$ cat config.mk
export PLATFORM = sky130hd
export DESIGN_NAME = epoch_counter_flat
export DESIGN_NICKNAME = d
export VERILOG_FILES = /design/src/rtl/epoch_counter_pkg.sv /design/src/rtl/epoch_counter_if.sv /design/src/rtl/epoch_counter_edit_repeater.sv /design/src/rtl/epoch_counter.sv /design/src/flat_wrapper.sv
export SDC_FILE = /design/constraint.sdc
export NUM_CORES = 1
export LEC_CHECK = 0
export CORE_ASPECT_RATIO = 1.25
export CORE_UTILIZATION = 46
export DETAILED_ROUTE_END_ITERATION = 10
export GPL_ROUTABILITY_DRIVEN = 0
export PLACE_DENSITY = 0.75
export SETUP_SLACK_MARGIN = 0.5
export SLEW_MARGIN = 40
export SYNTH_ARGS = -nofsm -noshare
export SYNTH_HDL_FRONTEND = slang
export SYNTH_SLANG_ARGS = --single-unit
export TNS_END_PERCENT = 1
$ cat constraint.sdc
create_clock -name clk -period 4.6 [get_ports clk]
set_clock_uncertainty 0.05 [all_clocks]
set_input_delay 0.92 -clock clk [delete_from_list [all_inputs] [get_ports clk]]
set_output_delay 0.92 -clock clk [all_outputs]
set_load 0.03 [all_outputs]
$ cat src/rtl/epoch_counter_pkg.sv
// rtl/epoch_counter_pkg.sv - shared constants, field selects and edit FSM states for epoch_counter
package epoch_pkg;

  // Edit step sizes in seconds for each selectable field.
  localparam logic [16:0] STEP_SEC  = 17'd1;
  localparam logic [16:0] STEP_MIN  = 17'd60;
  localparam logic [16:0] STEP_HOUR = 17'd3600;
  localparam logic [16:0] STEP_DAY  = 17'd86400;

  // One-hot field select encodings.
  localparam logic [3:0] SEL_SEC  = 4'b0001;
  localparam logic [3:0] SEL_MIN  = 4'b0010;
  localparam logic [3:0] SEL_HOUR = 4'b0100;
  localparam logic [3:0] SEL_DAY  = 4'b1000;

  typedef enum logic [1:0] {
    ST_IDLE,
    ST_WAIT,
    ST_REPEAT
  } edit_state_t;

  // Zero means "no step": any select that is not exactly one known field.
  function automatic logic [16:0] step_size(input logic [3:0] sel);
    case (sel)
      SEL_SEC:  step_size = STEP_SEC;
      SEL_MIN:  step_size = STEP_MIN;
      SEL_HOUR: step_size = STEP_HOUR;
      SEL_DAY:  step_size = STEP_DAY;
      default:  step_size = 17'd0;
    endcase
  endfunction

endpackage

$ cat src/rtl/epoch_counter_if.sv
// rtl/epoch_counter_if.sv - control and status bundle between a host and epoch_counter
interface epoch_counter_if #(
  parameter int WIDTH = 32
);

  logic             run;
  logic             edit;
  logic             inc;
  logic             dec;
  logic [3:0]       sel;
  logic             load;
  logic [WIDTH-1:0] load_value;
  logic [WIDTH-1:0] t;
  logic             tick;
  logic             wrap;
  logic             adjust;
  logic             clamped;

  modport master (
    output run, edit, inc, dec, sel, load, load_value,
    input  t, tick, wrap, adjust, clamped
  );

  modport slave (
    input  run, edit, inc, dec, sel, load, load_value,
    output t, tick, wrap, adjust, clamped
  );

endinterface

$ cat src/rtl/epoch_counter_edit_repeater.sv
// rtl/epoch_counter_edit_repeater.sv - button edge detect and press/auto-repeat step generator
module edit_repeater
  import epoch_pkg::*;
#(
  parameter int REPEAT_DELAY  = 50000000,
  parameter int REPEAT_PERIOD = 10000000
) (
  input  logic clk,
  input  logic reset,
  input  logic edit,
  input  logic inc,
  input  logic dec,
  output logic step_inc,
  output logic step_dec
);

  localparam int TMAX = (REPEAT_DELAY > REPEAT_PERIOD) ? REPEAT_DELAY : REPEAT_PERIOD;
  localparam int TW   = $clog2(TMAX + 1);
  localparam logic [TW-1:0] T_DELAY  = TW'(REPEAT_DELAY);
  localparam logic [TW-1:0] T_PERIOD = TW'(REPEAT_PERIOD);
  localparam logic [TW-1:0] T_ONE    = TW'(1);

  logic          inc_r, dec_r, inc_p, dec_p;
  logic          armed;
  edit_state_t   state, state_n;
  logic          dir_up, dir_up_n;
  logic [TW-1:0] timer, timer_n;
  logic          fire;
  logic          inc_edge, dec_edge;
  logic          held, opposite;

  // armed stays low after reset until both buttons are seen released, so a
  // button held through reset cannot masquerade as a fresh press.
  assign inc_edge = armed & inc_r & ~inc_p;
  assign dec_edge = armed & dec_r & ~dec_p;
  assign held     = dir_up ? inc_r : dec_r;
  assign opposite = dir_up ? dec_r : inc_r;

  // Register the raw buttons once and keep the previous sample for edge detection.
  always_ff @(posedge clk or posedge reset) begin
    if (reset) begin
      inc_r <= 1'b0;
      dec_r <= 1'b0;
      inc_p <= 1'b0;
      dec_p <= 1'b0;
      armed <= 1'b0;
    end else begin
      inc_r <= inc;
      dec_r <= dec;
      inc_p <= inc_r;
      dec_p <= dec_r;
      armed <= armed | (~inc & ~dec);
    end
  end

  // FSM state, latched direction and cycles-since-last-step timer.
  always_ff @(posedge clk or posedge reset) begin
    if (reset) begin
      state  <= ST_IDLE;
      dir_up <= 1'b0;
      timer  <= '0;
    end else begin
      state  <= state_n;
      dir_up <= dir_up_n;
      timer  <= timer_n;
    end
  end

  // Next state and step pulse; an abort condition always wins over a due step.
  always_comb begin
    state_n  = state;
    dir_up_n = dir_up;
    timer_n  = timer;
    fire     = 1'b0;
    case (state)
      ST_IDLE: begin
        if (edit && inc_edge && !dec_r) begin
          state_n  = ST_WAIT;
          dir_up_n = 1'b1;
          timer_n  = T_ONE;
          fire     = 1'b1;
        end else if (edit && dec_edge && !inc_r) begin
          state_n  = ST_WAIT;
          dir_up_n = 1'b0;
          timer_n  = T_ONE;
          fire     = 1'b1;
        end
      end
      ST_WAIT: begin
        if (!edit || !held || opposite) begin
          state_n = ST_IDLE;
          timer_n = '0;
        end else if (timer == T_DELAY) begin
          state_n = ST_REPEAT;
          timer_n = T_ONE;
          fire    = 1'b1;
        end else begin
          timer_n = timer + T_ONE;
        end
      end
      ST_REPEAT: begin
        if (!edit || !held || opposite) begin
          state_n = ST_IDLE;
          timer_n = '0;
        end else if (timer == T_PERIOD) begin
          timer_n = T_ONE;
          fire    = 1'b1;
        end else begin
          timer_n = timer + T_ONE;
        end
      end
      default: begin
        state_n = ST_IDLE;
        timer_n = '0;
      end
    endcase
    step_inc = fire & dir_up_n;
    step_dec = fire & ~dir_up_n;
  end

endmodule

$ cat src/rtl/epoch_counter.sv
// rtl/epoch_counter.sv - seconds counter with prescaler, load and button-driven field editing
module epoch_counter
  import epoch_pkg::*;
#(
  parameter int WIDTH         = 32,
  parameter int TICK_DIV      = 100000000,
  parameter int REPEAT_DELAY  = 50000000,
  parameter int REPEAT_PERIOD = 10000000,
  parameter int SATURATE      = 0
) (
  input  logic            clk,
  input  logic            reset,
  epoch_counter_if.slave  bus
);

  localparam int PW  = (TICK_DIV > 1) ? $clog2(TICK_DIV) : 1;
  localparam logic [PW-1:0] PRE_LAST = PW'(TICK_DIV - 1);
  localparam bit   SAT = (SATURATE != 0);

  logic [PW-1:0]    presc;
  logic [WIDTH-1:0] t_q;
  logic             tick_q, wrap_q, adjust_q, clamped_q;
  logic             step_inc, step_dec;
  logic [16:0]      step;
  logic [WIDTH:0]   sum, diff;
  logic             pre_run, pre_end, edit_hit;

  edit_repeater #(
    .REPEAT_DELAY  (REPEAT_DELAY),
    .REPEAT_PERIOD (REPEAT_PERIOD)
  ) u_rep (
    .clk      (clk),
    .reset    (reset),
    .edit     (bus.edit),
    .inc      (bus.inc),
    .dec      (bus.dec),
    .step_inc (step_inc),
    .step_dec (step_dec)
  );

  // The extra top bit of sum/diff is the carry/borrow used for clamping.
  assign step     = step_size(bus.sel);
  assign sum      = {1'b0, t_q} + {{(WIDTH-16){1'b0}}, step};
  assign diff     = {1'b0, t_q} - {{(WIDTH-16){1'b0}}, step};
  assign pre_run  = bus.run & ~bus.edit;
  assign pre_end  = pre_run && (presc == PRE_LAST);
  assign edit_hit = (step_inc | step_dec) && (step != 17'd0);

  // Prescaler: load clears it, otherwise it runs only when counting is enabled.
  always_ff @(posedge clk or posedge reset) begin
    if (reset) begin
      presc <= '0;
    end else if (bus.load) begin
      presc <= '0;
    end else if (pre_run) begin
      presc <= pre_end ? '0 : presc + 1'b1;
    end
  end

  // Count update with priority load > edit step > tick; losers are dropped.
  always_ff @(posedge clk or posedge reset) begin
    if (reset) begin
      t_q       <= '0;
      tick_q    <= 1'b0;
      wrap_q    <= 1'b0;
      adjust_q  <= 1'b0;
      clamped_q <= 1'b0;
    end else begin
      tick_q    <= 1'b0;
      wrap_q    <= 1'b0;
      adjust_q  <= 1'b0;
      clamped_q <= 1'b0;
      if (bus.load) begin
        t_q <= bus.load_value;
      end else if (edit_hit) begin
        adjust_q <= 1'b1;
        if (step_inc) begin
          if (SAT && sum[WIDTH]) begin
            t_q       <= '1;
            clamped_q <= 1'b1;
          end else begin
            t_q <= sum[WIDTH-1:0];
          end
        end else begin
          if (SAT && diff[WIDTH]) begin
            t_q       <= '0;
            clamped_q <= 1'b1;
          end else begin
            t_q <= diff[WIDTH-1:0];
          end
        end
      end else if (pre_end) begin
        t_q    <= t_q + 1'b1;
        tick_q <= 1'b1;
        wrap_q <= &t_q;
      end
    end
  end

  assign bus.t       = t_q;
  assign bus.tick    = tick_q;
  assign bus.wrap    = wrap_q;
  assign bus.adjust  = adjust_q;
  assign bus.clamped = clamped_q;

endmodule

$ cat src/flat_wrapper.sv
// flat-port wrapper written by rule: the top's interface ports become plain ports
module epoch_counter_flat import epoch_pkg::*;
#(
  parameter int WIDTH         = 32,
  parameter int TICK_DIV      = 100000000,
  parameter int REPEAT_DELAY  = 50000000,
  parameter int REPEAT_PERIOD = 10000000,
  parameter int SATURATE      = 0
)
  (clk, reset, bus_run, bus_edit, bus_inc, bus_dec, bus_sel, bus_load, bus_load_value, bus_t, bus_tick, bus_wrap, bus_adjust, bus_clamped);
  epoch_counter_if #(.WIDTH(WIDTH)) bus_i ();
  input  logic clk;
  input  logic reset;
  input wire logic [$bits(bus_i.run)-1:0] bus_run;
  input wire logic [$bits(bus_i.edit)-1:0] bus_edit;
  input wire logic [$bits(bus_i.inc)-1:0] bus_inc;
  input wire logic [$bits(bus_i.dec)-1:0] bus_dec;
  input wire logic [$bits(bus_i.sel)-1:0] bus_sel;
  input wire logic [$bits(bus_i.load)-1:0] bus_load;
  input wire logic [$bits(bus_i.load_value)-1:0] bus_load_value;
  output wire logic [$bits(bus_i.t)-1:0] bus_t;
  output wire logic [$bits(bus_i.tick)-1:0] bus_tick;
  output wire logic [$bits(bus_i.wrap)-1:0] bus_wrap;
  output wire logic [$bits(bus_i.adjust)-1:0] bus_adjust;
  output wire logic [$bits(bus_i.clamped)-1:0] bus_clamped;
  assign bus_i.run = bus_run;
  assign bus_i.edit = bus_edit;
  assign bus_i.inc = bus_inc;
  assign bus_i.dec = bus_dec;
  assign bus_i.sel = bus_sel;
  assign bus_i.load = bus_load;
  assign bus_i.load_value = bus_load_value;
  assign bus_t = bus_i.t;
  assign bus_tick = bus_i.tick;
  assign bus_wrap = bus_i.wrap;
  assign bus_adjust = bus_i.adjust;
  assign bus_clamped = bus_i.clamped;
  epoch_counter #(.WIDTH(WIDTH), .TICK_DIV(TICK_DIV), .REPEAT_DELAY(REPEAT_DELAY), .REPEAT_PERIOD(REPEAT_PERIOD), .SATURATE(SATURATE)) u_core (.clk(clk), .reset(reset), .bus(bus_i));
endmodule
==> results of run 1 <==
[critical path: stages]
cell and delay, ns:
clkdlybuf4s15_2 0.20, or4b_4 0.52, ha_4 0.19, inv_2 0.05
a211o_1 0.14, inv_2 0.08, ha_4 0.21, o21a_2 0.24
ha_4 0.31, nand2_2 0.07, buf_4 0.16, nor2_4 0.13
nand4_1 0.14, nand4_1 0.19, a41o_1 0.29, a31oi_1 0.14
xnor2_1 0.14, a221o_1 0.29
[placed cells by master, fill, tap and decap left out, types with 6 or more instances in the layout]
cell and n:
o21bai_1 7, and3_1 7, a21oi_2 10, a31oi_1 7, ha_4 6, xnor2_1 35
nor2_1 118, nand4_1 30, dfrtp_1 95, a21o_1 21, nor2b_1 6, o21a_1 7
clkdlybuf4s50_1 72, clkbuf_16 9, nand3_1 23, nor4_1 6, a21oi_1 60, or3_1 6
nand2_1 85, nor3_1 17, ha_1 31, buf_4 111, inv_1 26, xor2_1 31
o21ai_0 32
[worst max path at each step]
stage	from	end	slack, ns	depth (start not counted)
floorplan	bus_sel[1]	u_core.bus.t[16]	0.22	17
global placement	bus_sel[1]	u_core.bus.t[25]	-0.49	19
detailed placement	bus_sel[1]	u_core.bus.t[25]	-0.49	19
CTS	bus_sel[2]	u_core.bus.t[31]	0.47	16
global route	u_core.u_rep.timer[21]	u_core.bus.t[30]	0.21	19
finish	bus_sel[2]	u_core.bus.t[29]	0.38	18
[flip-flops by register name (all words and copies together), names as in the netlist]
signal               cells
u_core.u_rep.state       2
u_core.u_rep.dec_p       1
u_core.bus.adjust        1
u_core.u_rep.timer      26
u_core.bus.t            32
u_core.bus.tick          1
u_core.bus.wrap          1
u_core.u_rep.inc_r       1
u_core.u_rep.dec_r       1
u_core.u_rep.inc_p       1
u_core.u_rep.armed       1
u_core.u_rep.dir_up      1
u_core.presc            27
[routing by layer]
layer | vias to the layer above | wire length, µm
met2 | 187 | 9427
li1 | 3242 | -
met4 | 0 | 809
met5 | - | 0
met1 | 3205 | 8046
met3 | 63 | 719
[power groups by stage]
stage | combinational (µW) | sequential [µW] | clock, µW
finish | 838 | 985 | 777
CTS | 827 | 982 | 787
global route | 904 | 990 | 823
global placement | 774 | 995 | 0
floorplan | 376 | 1060 | 0
detailed placement | 783 | 994 | 0
[final cells by class]
cell class	count	share of cell area (%)
Clock buffer	11	2.660
Tap cell	178	2.440
Clock inverter	4	0.5895
Sequential cell	96	26.34
Timing Repair Buffer	193	18.15
Inverter	32	1.453
Multi-Input combinational cell	657	48.37
[repair_timing]
item,CTS,global route
resized for setup,71,4
setup endpoints to repair,25,23
pin swaps,34,2
setup buffers,14,0
[metrics by stage]
step / instance area [µm²] / worst slack [ns] / cells
6_report: 9126 / 0.3783 / 1171
5_1_grt: 9126 / 0.2114 / 1171
3_5_place_dp: 8489 / -0.4940 / 1142
3_3_place_gp: 8487 / -0.4885 / 1142
4_1_cts: 9111 / 0.4745 / 1171
2_1_floorplan: 6847 / 0.2191 / 812
[logic make-up after synthesis]
| group | synth area share [%] |
|---|---|
| other | 0.05568 |
| DFF | 35.67 |
| muxes | 0.6316 |
| buffers and inverters | 3.716 |
| xor gates and xnor gates | 8.713 |
| adders and majority gates | 7.357 |
| AOI/OAI and AO/OA | 19.06 |
| and+or+nand+nor | 24.80 |
==> impl_metrics.toml, run 1 <==
[clock_tree]
path_clk_slew_ns = 0.07
htreeDepth = 3
cts_tree = "yes"
clock-sinks = 96
cts_max_path_buffers = 2
cts_buffers = 9
cts_hold_buffers = 0
clockRootBuffer = "clkbuf_16"
clk_latency_ns = 0.36

[grt]
antenna_found_initial = 0
grt_max_degree = 79
use_met2_pct = 44.58
grt_pass1_vias = 6529
grt_pass1_wl_um = 30600
met1_usage_pct = 31.08
top_usage_layer = "met2"
gr-usage-all-layers_pct = 26.12
gr-total-overflow = 0
met3_usage_pct = 4.399

[worst_setup_path]
start_kind = "input pin"
reg2reg_setup_slack_ns = 0.41
r2r-end = "u_core.bus.t[28]"
path_class = "input pin to flip-flop"
path_max_fanout = 4
cp-end-kind = "flip-flop"
arrival_ns = 4.42
required_ns = 4.79
rr_worst_depth = 19
r2r-start = "u_core.u_rep.timer[21]"

[worst_hold_path]
hold_depth = 0
holdPathEnd = "u_core.u_rep.dec_p"
hold_start = "u_core.u_rep.dec_r"
hold_path_class = "flip-flop to flip-flop"

[final_layout]
final-seq-area_um2 = 2404
drive_gt1_share_pct = 21.25
multi_input_area_um2 = 4414
fin_nets = 1071
filler_cell_count = 1211
utilization_pct = 63.61
area_growth_pct = 35.50
antenna_cells = 0

[detailed_routing]
vias_per_cell = 5.719
postRouteAntennaNets = 0
wl_um = 19000
num_vias = 6697
drtPass1Iterations = 6
drt_iter0_drc = 384
drc_errors = 0
drt-wirelength-per-cell_um = 16.23

[timing]
fin_crit_ns = 4.222
fmax_mhz = 236.9
slew_headroom_pct = 50.62
worst_hold_slack_ns = 0.4302
setup_tns_ns = 0
slew_viol_final = 0
setup_violations = 0
worstMarginPinSlew_ns = 0.7339
period_share_pct = 91.78
rsz0062_at_grt = "true"
hold_viol_final = 0

[synthesis]
syn_nets = 894
synth_top_area_share_pct = 35.67
seq_area_frac_synth_pct = 35.67
synth_edf_count = 0
synthFlopType = "dfrtp_1"
synth.avg_cell_area_um2 = 8.295
post_synth_num_cell_types = 77
synth_top_cell_by_area = "dfrtp_1"
synth_common_cells = "nor2_1, dfrtp_1, nand2_1"
syn-instance-count = 812
syn_area_um2 = 6735
yosysMostFrequentCell = "nor2_1"
ys_warn_count = 0
synthArstFlopShare_pct = 100.0
ys_ff_latch = 96
synth.area.top_cells = "dfrtp_1, ha_1, nor2_1, a21oi_1, nand2_1"

[power_and_ir_drop]
p_int_uw = 1723
p_leak_uw = 0.004065
combPwrFrac_pct = 32.2
power_uw = 2599
power_density_nw_per_um2 = 284.8
switching_share_pct = 33.73
seq_power_share_pct = 37.9
p_clk_share_pct = 29.9
netSwitchingPower_uw = 876.6
ir_drop_mv = 0.2343

[job]
max_cap_violations = 0

[place]
place.port_buffers = 77
detailed_place_hpwl_um = 13500

[floorplanning]
die_width_um = 110.2
rows = 49
start_util_pct = 46.95
io_pins = 79
die_area_um2 = 15130
fp.coreArea_um2 = 14350
die_h_um = 137.3

[outcome]
status = "complete, no violations"
(Power assumes the default switching activity.)
==> inputs of run 2 (changes only) <==
Settings changed: SYNTH_HIERARCHICAL set to 1.
==> run 2 against run 1 <==
Effect of this change:
- the flow now finishes with violations (design-rule violations)
- core utilization grew 2.2 points
- non-clock buffer count is 28 higher
- clock-buffer cell count is the same
- combinational power about the same
- die area rose by 2.7%
- clock power shrank 3.7%
- critical path depth increased by 3
- fmax shrank 6.6%
- via count is 2.3% higher
- design area rose by 4.8%
- sequential power shrank 1%
- critical path type is now flip-flop to flip-flop
- critical endpoint is now u_core/bus.t[30]
- largest power group unchanged
==> impl_metrics.toml, run 2 <==
[floorplanning]
io_pins = 79
fp.coreArea_um2 = 14530
die_area_um2 = 15550
die_width_um = 111.7
die_h_um = 139.2
rows = 49
start_util_pct = 47.64

[worst_setup_path]
start_kind = "flip-flop"
rr_worst_depth = 21
r2r-start = "u_core/u_rep/timer[0]"
cp_slowest_cell = "dfrtp_1"
crit_start = "u_core/u_rep/timer[0]"
required_ns = 4.79
cp_slowest_stage_delay_ns = 0.40
reg2reg_setup_slack_ns = 0.08
critical_path_buf_inv_count = 2
path_max_fanout = 4
arrival_ns = 4.72
cpLargestDelayFamily = "compound AO/OA/AOI/OAI gates"
path_class = "flip-flop to flip-flop"
cp-endpoint = "u_core/bus.t[30]"
path_cells = "inv_2 > ha_4 > nor4b_4 > and4_4 > nand4_1 > a21boi_4 > buf_6 > nor2_1 > mux2_2 > nand2_2 > o21ai_2 > ha_1 > o21a_1 > o31a_1 > o31ai_4 > a31oi_4 > a31o_4 > a211o_4 > a311oi_2 > xor2_1 > a21oi_1"
worstSetupPathDepth = 21
cp-end-kind = "flip-flop"
r2r-end = "u_core/bus.t[30]"

[timing]
hold_viol_final = 0
period_share_pct = 98.29
setup_violations = 0
rsz0062_at_grt = "true"
fin_crit_ns = 4.521
setup_tns_ns = 0
slew_headroom_pct = 53.39
fmax_mhz = 221.2
slew_viol_final = 0
worstMarginPinSlew_ns = 0.6970

[final_layout]
antenna_cells = 0
area_growth_pct = 38.19
final_common_cell = "buf_4"
finalInstanceArea_um2 = 9567
largest_reg_flops = 32
fin_nets = 1101
final_cells = 1202
drive_gt1_share_pct = 25.20
final_cell_mix = "buf_4, nor2_1, dfrtp_1"

[grt]
gr-usage-all-layers_pct = 26.45
grt_pass1_vias = 6973
grt_max_degree = 46
grt_pass1_wl_um = 32980
antenna_found_initial = 0
gr-total-overflow = 0

[synthesis]
syn_nets = 900
ys_warn_count = 6
syn_area_um2 = 6923
post_synth_num_cell_types = 84
syn-instance-count = 818
synthFlopType = "dfrtp_1"
ys_ff_latch = 96
synth_top_area_share_pct = 34.70
synth_edf_count = 0
yosysMostFrequentCell = "nor2_1"
seq_area_frac_synth_pct = 34.70
synthArstFlopShare_pct = 100.0
synth.avg_cell_area_um2 = 8.463
synth_common_cells = "nor2_1, dfrtp_1, nand2_1"
synth_top_cell_by_area = "dfrtp_1"
synth.area.top_cells = "dfrtp_1, ha_1, nor2_1, a21oi_1, xor2_1"

[worst_hold_path]
hold_start = "u_core/presc[26]"
hold_depth = 1
hold_path_class = "flip-flop to flip-flop"

[clock_tree]
path_clk_slew_ns = 0.07
clockRootBuffer = "clkbuf_16"
cts_buffers = 9
clk_latency_ns = 0.36
cts_max_path_buffers = 2
htreeDepth = 3
cts_hold_buffers = 0
clock-sinks = 96
cts_tree = "yes"

[power_and_ir_drop]
seq_power_share_pct = 38.1
combPwrFrac_pct = 32.7
p_clk_share_pct = 29.2
netSwitchingPower_uw = 867.4
ir_drop_mv = 0.1598
p_int_uw = 1690
p_leak_uw = 0.004152
power_density_nw_per_um2 = 267.4
switching_share_pct = 33.91

[detailed_routing]
drc_errors = 3
postRouteAntennaNets = 0
wl_um = 19930
drt-wirelength-per-cell_um = 16.58
drt_iter0_drc = 434
num_vias = 6854
vias_per_cell = 5.702
drtPass1Iterations = 8

[job]
max_cap_violations = 0

[place]
place_area_um2 = 8770
place.port_buffers = 77
place_inst = 1169
detailed_place_hpwl_um = 14250

[outcome]
status = "finished, violations left"
violations = "design-rule violations"
run 2: cell types whose count changed in the layout (fill, tap and decap cells not counted), moves of 6 or more:
cell      before  now
mux2i_1        2    8
nor2_1       118  107
o21ai_0       32   38
o31ai_1        0    6
nor3_1        17   11
buf_4        111  139
o21ai_1        5   11
nand2_1       85   70
and3_1         7   13
a211oi_1       1   11
a21o_1        21   10
run 2: cell families after synthesis:
| group | after synthesis | share of synthesized area [%] |
|---|---|---|
| other | 1 | 0.05417 |
| AND/OR/NAND/NOR | 337 | 24.96 |
| AO/OA/AOI/OAI | 215 | 19.97 |
| adder cells (fa/ha/maj) | 39 | 7.157 |
| flip-flops | 96 | 34.70 |
| XOR/XNOR | 63 | 7.970 |
| buffers and inverters | 58 | 3.868 |
| multiplexers | 9 | 1.319 |
run 2: power by group through the flow:
| stage | clock, µW | combinational (µW) | sequential (µW) |
|---|---|---|---|
| final | 748 | 837 | 974 |
| after global placement | 0 | 757 | 986 |
| after floorplan | 0 | 341 | 1060 |
| after CTS | 762 | 810 | 972 |
| after detailed placement | 0 | 767 | 985 |
| after global routing | 795 | 903 | 983 |
run 2: through the flow:
stage                     hold slack [ns]  setup WS [ns]  power [µW]  utilization, %
final                              0.4280        0.07856        2558           65.84
after global routing               0.4516        -0.1122        2682           65.84
after CTS                          0.4267         0.1841        2545           64.57
after detailed placement           0.4178        -0.6615        1752           60.35
after global placement             0.4127        -0.5827        1743           60.29
after floorplan                    0.3787         0.2389        1400               -
run 2: cell type report:
| class | count | area (µm²) |
|---|---|---|
| Clock inverter | 5 | 38.79 |
| Tap cell | 178 | 222.7 |
| Sequential cell | 96 | 2402 |
| Clock buffer | 11 | 252.7 |
| Inverter | 27 | 106.4 |
| Multi-Input combinational cell | 664 | 4683 |
| Fill cell | 1154 | 4964 |
| Timing Repair Buffer | 221 | 1861 |
run 2: worst min path at each step:
stage                                    end  slack, ns
final                       u_core/presc[26]       0.43
after global routing        u_core/presc[26]       0.45
after CTS                   u_core/presc[26]       0.43
after detailed placement    u_core/presc[26]       0.42
after global placement      u_core/presc[26]       0.41
after floorplan           u_core/u_rep/dec_p       0.38
run 2: routing by layer:
layer	share of wire, %	track usage, %
met4	2.9	12.52
met3	3.7	3.715
met1	42	31.89
met2	51	46.22
met5	0	0
run 2: timing repair:
item,in CTS,in global routing
endpoints found under the setup margin,26,26
hold endpoints to repair,0,0
pin swaps,32,43
buffers inserted,13,4
resized for setup,54,41
cloned,0,0
